[src/rtl/step_counter_pkg.sv]
// Shared mode encodings and direction constants for the step counter.
// STEP_COUNTER_SAT_EN enables the saturate mode in step_counter_next.
package step_counter_pkg;

    typedef enum logic [1:0] {
        WRAP   = 2'b00,
        SAT    = 2'b01,
        BOUNCE = 2'b10
    } mode_e;

    localparam logic UP   = 1'b1;
    localparam logic DOWN = 1'b0;

endpackage

[src/rtl/step_counter_next.sv]
// Combinational next-state logic: next count, crossing pulses and next direction.
// Saturate clamping exists only when STEP_COUNTER_SAT_EN is defined; otherwise mode 01 wraps.
module step_counter_next
    import step_counter_pkg::*;
#(
    parameter int unsigned WIDTH  = 16,
    parameter int unsigned STEP_W = 3
) (
    input  logic              load,
    input  logic              enable,
    input  logic              direction,
    input  logic [1:0]        mode,
    input  logic [STEP_W-1:0] value,
    input  logic [WIDTH-1:0]  limit,
    input  logic [WIDTH-1:0]  I,
    input  logic [WIDTH-1:0]  count,
    input  logic              dir,
    output logic [WIDTH-1:0]  count_next,
    output logic              dir_next,
    output logic              ovf_next,
    output logic              unf_next
);

    logic [WIDTH:0]   cnt_x;
    logic [WIDTH:0]   lim_x;
    logic [WIDTH:0]   val_x;
    logic [WIDTH:0]   sum;
    logic [WIDTH-1:0] diff;
    logic             bounce;
    logic             up;
`ifdef STEP_COUNTER_SAT_EN
    logic             sat;
    assign sat = (mode == SAT);
`endif

    assign cnt_x  = {1'b0, count};
    assign lim_x  = {1'b0, limit};
    assign val_x  = {{(WIDTH + 1 - STEP_W){1'b0}}, value};
    assign sum    = cnt_x + val_x;
    assign diff   = count - val_x[WIDTH-1:0];
    assign bounce = (mode == BOUNCE);
    // Bounce walks by its own direction register; other modes follow the input.
    assign up     = bounce ? dir : direction;

    always_comb begin
        count_next = count;
        dir_next   = dir;
        ovf_next   = 1'b0;
        unf_next   = 1'b0;
        if (!load) begin
            count_next = (I > limit) ? limit : I;
            dir_next   = direction;
        end else if (enable) begin
            if (!bounce) dir_next = direction;
            // A lowered limit costs one enabled cycle of plain clamping.
            if (count > limit) begin
                count_next = limit;
            end else if (value != '0) begin
                if (up) begin
                    if (sum > lim_x) begin
                        ovf_next = 1'b1;
                        if (bounce) begin
                            count_next = limit;
                            dir_next   = ~dir;
                        end
`ifdef STEP_COUNTER_SAT_EN
                        else if (sat) begin
                            count_next = limit;
                        end
`endif
                        else begin
                            count_next = '0;
                        end
                    end else begin
                        count_next = sum[WIDTH-1:0];
                        if (bounce && (sum == lim_x)) dir_next = ~dir;
                    end
                end else begin
                    if (val_x > cnt_x) begin
                        unf_next = 1'b1;
                        if (bounce) begin
                            count_next = '0;
                            dir_next   = ~dir;
                        end
`ifdef STEP_COUNTER_SAT_EN
                        else if (sat) begin
                            count_next = '0;
                        end
`endif
                        else begin
                            count_next = limit;
                        end
                    end else begin
                        count_next = diff;
                        if (bounce && (diff == '0)) dir_next = ~dir;
                    end
                end
            end
        end
    end

endmodule

[src/rtl/step_counter.sv]
// Step counter top: registers for count, direction and crossing pulses.
// Optional saturate mode is selected at build time with STEP_COUNTER_SAT_EN.
module step_counter
    import step_counter_pkg::*;
#(
    parameter int unsigned WIDTH  = 16,
    parameter int unsigned STEP_W = 3
) (
    input  logic              clock,
    input  logic              clear,
    input  logic              load,
    input  logic              enable,
    input  logic              direction,
    input  logic [1:0]        mode,
    input  logic [STEP_W-1:0] value,
    input  logic [WIDTH-1:0]  limit,
    input  logic [WIDTH-1:0]  I,
    output logic [WIDTH-1:0]  Output,
    output logic              ovf,
    output logic              unf,
    output logic              at_max,
    output logic              at_min,
    output logic              dir_q
);

    logic [WIDTH-1:0] count_next;
    logic             dir_next;
    logic             ovf_next;
    logic             unf_next;

    step_counter_next #(
        .WIDTH  (WIDTH),
        .STEP_W (STEP_W)
    ) u_next (
        .load       (load),
        .enable     (enable),
        .direction  (direction),
        .mode       (mode),
        .value      (value),
        .limit      (limit),
        .I          (I),
        .count      (Output),
        .dir        (dir_q),
        .count_next (count_next),
        .dir_next   (dir_next),
        .ovf_next   (ovf_next),
        .unf_next   (unf_next)
    );

    always_ff @(posedge clock or negedge clear) begin
        if (!clear) begin
            Output <= '0;
            dir_q  <= UP;
            ovf    <= 1'b0;
            unf    <= 1'b0;
        end else begin
            Output <= count_next;
            dir_q  <= dir_next;
            ovf    <= ovf_next;
            unf    <= unf_next;
        end
    end

    assign at_max = (Output == limit);
    assign at_min = (Output == '0);

endmodule

[config.mk]
export PLATFORM = sky130hd
export DESIGN_NAME = step_counter
export DESIGN_NICKNAME = d
export VERILOG_FILES = /design/src/rtl/step_counter_pkg.sv /design/src/rtl/step_counter_next.sv /design/src/rtl/step_counter.sv
export SDC_FILE = /design/constraint.sdc
export NUM_CORES = 1
export LEC_CHECK = 0
export BUFFER_PORTS_ARGS = -buffer_cell sky130_fd_sc_hd__buf_2
export CAP_MARGIN = 20
export CORE_ASPECT_RATIO = 0.8
export CORE_MARGIN = 2
export CORE_UTILIZATION = 55
export DETAILED_ROUTE_END_ITERATION = 8
export GPL_TIMING_DRIVEN = 0
export HOLD_SLACK_MARGIN = 0.03
export PLACE_DENSITY_LB_ADDON = 0.05
export SLEW_MARGIN = 30
export SYNTH_ARGS = -nofsm -noshare
export SYNTH_HDL_FRONTEND = slang
export SYNTH_HIERARCHICAL = 1
export SYNTH_SLANG_ARGS = --single-unit
[constraint.sdc]
create_clock -name clock -period 4.9 [get_ports clock]
set_input_delay 0.98 -clock clock [delete_from_list [all_inputs] [get_ports clock]]
set_output_delay 0.98 -clock clock [all_outputs]
set_load 0.005 [all_outputs]
---- Yosys cells after proc, flatten, opt, wreduce, memory -nomap -nowiden ----
Cells that the tools add are included.
storage, ports and cells
  word-level logic and storage cells ...... 55
  output and inout port bits .............. 21
  flip-flop bits (word level) ............. 19
  input bits .............................. 42
operators by class
  equality and inequality tests ........... 5
  bitwise operators ....................... 1
  reduce and logical (&&, ||, !) cells .... 6
  add/subtract/negate cells ............... 2
  muxes and demuxes ....................... 33
  order comparisons ....................... 4
operators by type and width
  kind                                                   number
  2-to-1 mux 16 bit                                      10
  > comparator 16 bit                                    2
  zero test 16 bit                                       2
  2-to-1 mux 1 bit                                       23
  adder 16 x 3 -> 17 bit                                 1
  equality test 17 x 16 -> 1 bit                         1
  > comparator 17 x 16 -> 1 bit                          1
  equality test 16 bit                                   1
  > comparator 3 x 16 -> 1 bit                           1
  subtractor 16 x 3 -> 16 bit                            1
  inequality test 3 x 1 -> 1 bit, second input constant  1
  nonzero test 3 bit                                     1
  equality test 2 bit, second input constant             1
  logical AND 1 bit                                      2
  inequality test 2 x 1 -> 1 bit, second input constant  1
  AND reduction 2 bit                                    1
  inverter 1 bit                                         1

---- Depth between registers and ports, before layout ----
  depth in word-level cells ............... 10
  mapped depth ............................ 18
  depth with buffers taken out ............ 17

---- Cells and area by module ----
Netlist, hierarchy kept.
modules (own cells, without submodules)
  module             times used  cells each  area each (µm²)
  step_counter_next  1           454         3291.9
  step_counter       1           45          688.2

---- Least setup slack after synthesis ----
OpenSTA, ideal clock, no wires.
  kind .................................... input -> register
  from .................................... in value[0]
  to ...................................... reg Output[1]
  data arrival time ....................... 4.377 ns
  stages .................................. 18
  setup time .............................. 0.137 ns
  data required time ...................... 4.763 ns
  path buffers ............................ 1
  setup slack ............................. 0.386 ns
  cells stage by stage .................... ha_1 > inv_1 > fa_1 > nor2_1 > o21a_1 > nand2_1 > nor3_1 > xor2_1 > ha_1 > and4_1 > and3_1 > a311oi_2 > o22ai_2 > nor2_4 > buf_2 > o31ai_1 > a221oi_1 > o22ai_1
on the way
  word-level cells in the longest chain between the ends .. 8
  elaborated cells on any way between the ends .. 14
RTL lines
  what                           line                     source
  from (decl)                    step_counter.sv:15       input logic [STEP_W-1:0] value,
  adder 16 x 3 -> 17 bit         step_counter_next.sv:39  assign sum = cnt_x + val_x;
  > comparator 17 x 16 -> 1 bit  step_counter_next.sv:60  if (sum > lim_x) begin
  2-to-1 mux 16 bit              step_counter_next.sv:60
  2-to-1 mux 16 bit (*)          step_counter_next.sv:59  if (up) begin
  2-to-1 mux 16 bit (*)          step_counter_next.sv:58  end else if (value != '0) begin
  2-to-1 mux 16 bit (*)          step_counter_next.sv:56  if (count > limit) begin
  2-to-1 mux 16 bit (*)          step_counter_next.sv:53  end else if (enable) begin
  2-to-1 mux 16 bit (*)          step_counter_next.sv:50  if (!load) begin
  via count_next[1]              step_counter.sv:26       logic [WIDTH-1:0] count_next;
  to (signal assigned)           step_counter.sv:57       Output <= count_next;
  to (decl)                      step_counter.sv:18       output logic [WIDTH-1:0] Output,
Mark *: on every way through the listed nets, which the timed path passes. The rest lies on a longest branch. The select of a mux whose other input is x is not followed.
A chain may end at the register's enable or synchronous reset.

---- Worst setup path in the final report ----
  from .................................... in value[1]
  to ...................................... reg Output[9]
Same word-level chain as after synthesis.

==> flow_summary.ini <==
[clocking]
numCtsBuffers = 3
clock_latency_ns = 0.27
clock_path_buffers = 2
h-tree-depth = 1
cts_tree = done
cts_num_sinks = 19
cts-root-buf = clkbuf_8
clk_pin_slew_ns = 0.09

[power]
worst_ir_drop_vdd_v = 0.000148
intPower_uw = 616
seqPwrFrac_pct = 19.4
leakage_uw = 0.00204
powerDensity_nw_per_um2 = 275
p_sw_uw = 643
clockPowerShare_pct = 9.4
swShare_pct = 51.1
combPwrFrac_pct = 71.2

[setup_path]
start_kind = input port
crit_arrival_ns = 4.83
path_max_fanout = 6
critical_path_class = input port to register
end_kind = register
critPathRequiredTime_ns = 5.02

[yosys]
yosysMostFrequentCell = ha_1
syn-cell-area_um2 = 3980
synth_edf_count = 0
synth_area_leaders = ha_1, dfrtp_1, xnor2_1
yosys_warnings = 6
synthesis.nets = 597
ys_seq_area_share_pct = 12.0
synth_common_cells = ha_1, xnor2_1, nor2_1
syn_avg_cell_area_um2 = 7.98
synth_flop_cell = dfrtp_1
synth.distinct_cells = 72
yosys.area.top_type_share_pct = 17.0
ys_seq_elements = 19
netlist_instances = 499
synth_top_area_cell = ha_1
async_reset_ff_share_pct = 100

[global_route]
antenna_found_initial = 0
grt_pass1_vias = 4134
overflow = 0
grt_util_all_layers_pct = 36.8
grt_pass1_wl_um = 22600
grt_start_max_net_pins = 20

[final_layout]
area_delta_synth_final_pct = 15.2
final_area_um2 = 4580
n_antenna_cell = 0
final_layout_size_suffix_gt1_share_pct = 21.1
fin_nets = 673

[floorplan]
fp.dieW_um = 99.1
die-area_um2 = 7940
die_h_um = 80.1
core_area_um2 = 6960
io_pins = 63
row_count = 27
start_util_pct = 57.2

[drt]
viasPerCell = 6.74
vias = 4457
drt_iter0_drc = 509
drt_wl_total_um = 14600
wl_per_cell_um = 22.0
drtPass1Iterations = 5
drc = 0
drtAntennaViolNets = 0

[sta]
final.min_clock_period_ns = 4.71
timing.fmax_ghz = 0.212
drv_slew = 0
relSlewSlack_pct = 47.3
hold_slack_ns = 0.654
setup_viol = 0
clock-skew-final_ns = 0.0124
hold_viol = 0
period_share_pct = 96.1
tightest_slew_ns = 0.771

[place]
hpwlAfterDp_um = 11800
gp_congestion = 0.993
port_buffers = 62
place_area_um2 = 4400

[outcome]
run_status = complete, no violations

[run]
max_cap_violations = 0

[hold_path]
hold_class = input port to asynchronous set/reset pin
==> per-layer routing <==
metal	vias up	global-route usage, %	wire, um
li1	2060	-	-
met1	2114	53.2	6400
met2	257	57.4	6230
met3	26	6.27	1640
met4	0	8.08	288
met5	-	0	0
==> cells in the final DEF (no fill, tap or decap), types with 8 or more instances in the layout <==
master and count:
a21oi_1 21, a221oi_1 12, a22oi_1 11, and3_1 9, buf_2 70, buf_4 10
clkbuf_1 16, dfrtp_1 18, ha_1 54, inv_1 28, mux2i_1 19, nand2_1 26
nand3_1 21, nand4_1 14, nor2_1 30, nor3_1 11, nor4_1 8, o21ai_0 18
xnor2_1 31, xor2_1 8
==> power groups by stage <==
stage / Combinational, uW / Sequential (uW) / Clock (uW)
floorplan: 571 / 229 / 0
global placement: 793 / 244 / 0
detailed placement: 812 / 245 / 0
CTS: 842 / 242 / 119
global route: 970 / 249 / 125
finish: 896 / 244 / 118
==> final timing paths <==
path / to / slack [ns] / cells past startpoint / start
min in group clock: dir_q / 0.76 / 2 / dir_q
worst max register to register: Output[9] / 0.38 / 17 / Output[1]
worst min register to register: dir_q / 0.76 / 2 / dir_q
worst min-delay path: ovf / 0.65 / 1 / clear
worst max-delay path: Output[9] / 0.19 / 17 / value[1]
max in group asynchronous: dir_q / 3.87 / 1 / clear
==> through the flow <==
step	utilization (%)	setup TNS [ns]	worst slack, ns	instances	total power (uW)
finish	65.9	0	0.190	661	1260
global placement	63.2	-2.84	-0.394	648	1040
global route	65.9	-0.00615	-0.00615	661	1340
CTS	64.6	0	0.00200	656	1200
detailed placement	63.2	-3.14	-0.402	648	1060
floorplan	-	0	0.386	499	800
==> state kept, by name (all words and copies together) (netlist names) <==
signal	flops
Output	16
dir_q	1
ovf	1
unf	1
==> logic make-up (layout without fill, tap and decap cells) <==
group / Yosys count / in the layout / synth area share [%]
compound gates: 137 / 137 / 25.3
xor+xnor: 40 / 40 / 8.80
fa+ha+maj: 56 / 56 / 18.0
buf+inv: 59 / 134 / 6.44
flops: 19 / 19 / 12.0
mux: 24 / 24 / 6.19
simple gates: 164 / 164 / 23.3
==> layout make-up <==
type,count,area [um2]
Buffer,30,150
Clock buffer,3,41.3
Clock inverter,1,5.00
Fill cell,644,2380
Inverter,29,109
Multi-Input combinational cell,421,3310
Sequential cell,19,477
Tap cell,87,109
Timing Repair Buffer,71,378
==> timing repair <==
item,CTS,global route
hold buffers,0,0
pin swaps,2,7
setup endpoints to repair,6,11
resized for setup,5,11
cloned,0,0
setup buffers,4,5
==> worst max-delay path, stage by stage <==
cell      delay, ns
buf_2          0.13
inv_1          0.08
ha_1           0.32
nor2b_2        0.18
o311ai_2       0.16
nor4_2         0.35
xor2_1         0.28
ha_1           0.31
and4_2         0.25
and3_1         0.19
a311oi_2       0.35
o22ai_4        0.16
nor2_4         0.22
buf_4          0.15
mux2_2         0.34
o211ai_1       0.25
a22oi_1        0.13
No activity file was read; power rests on OpenSTA's default activity.
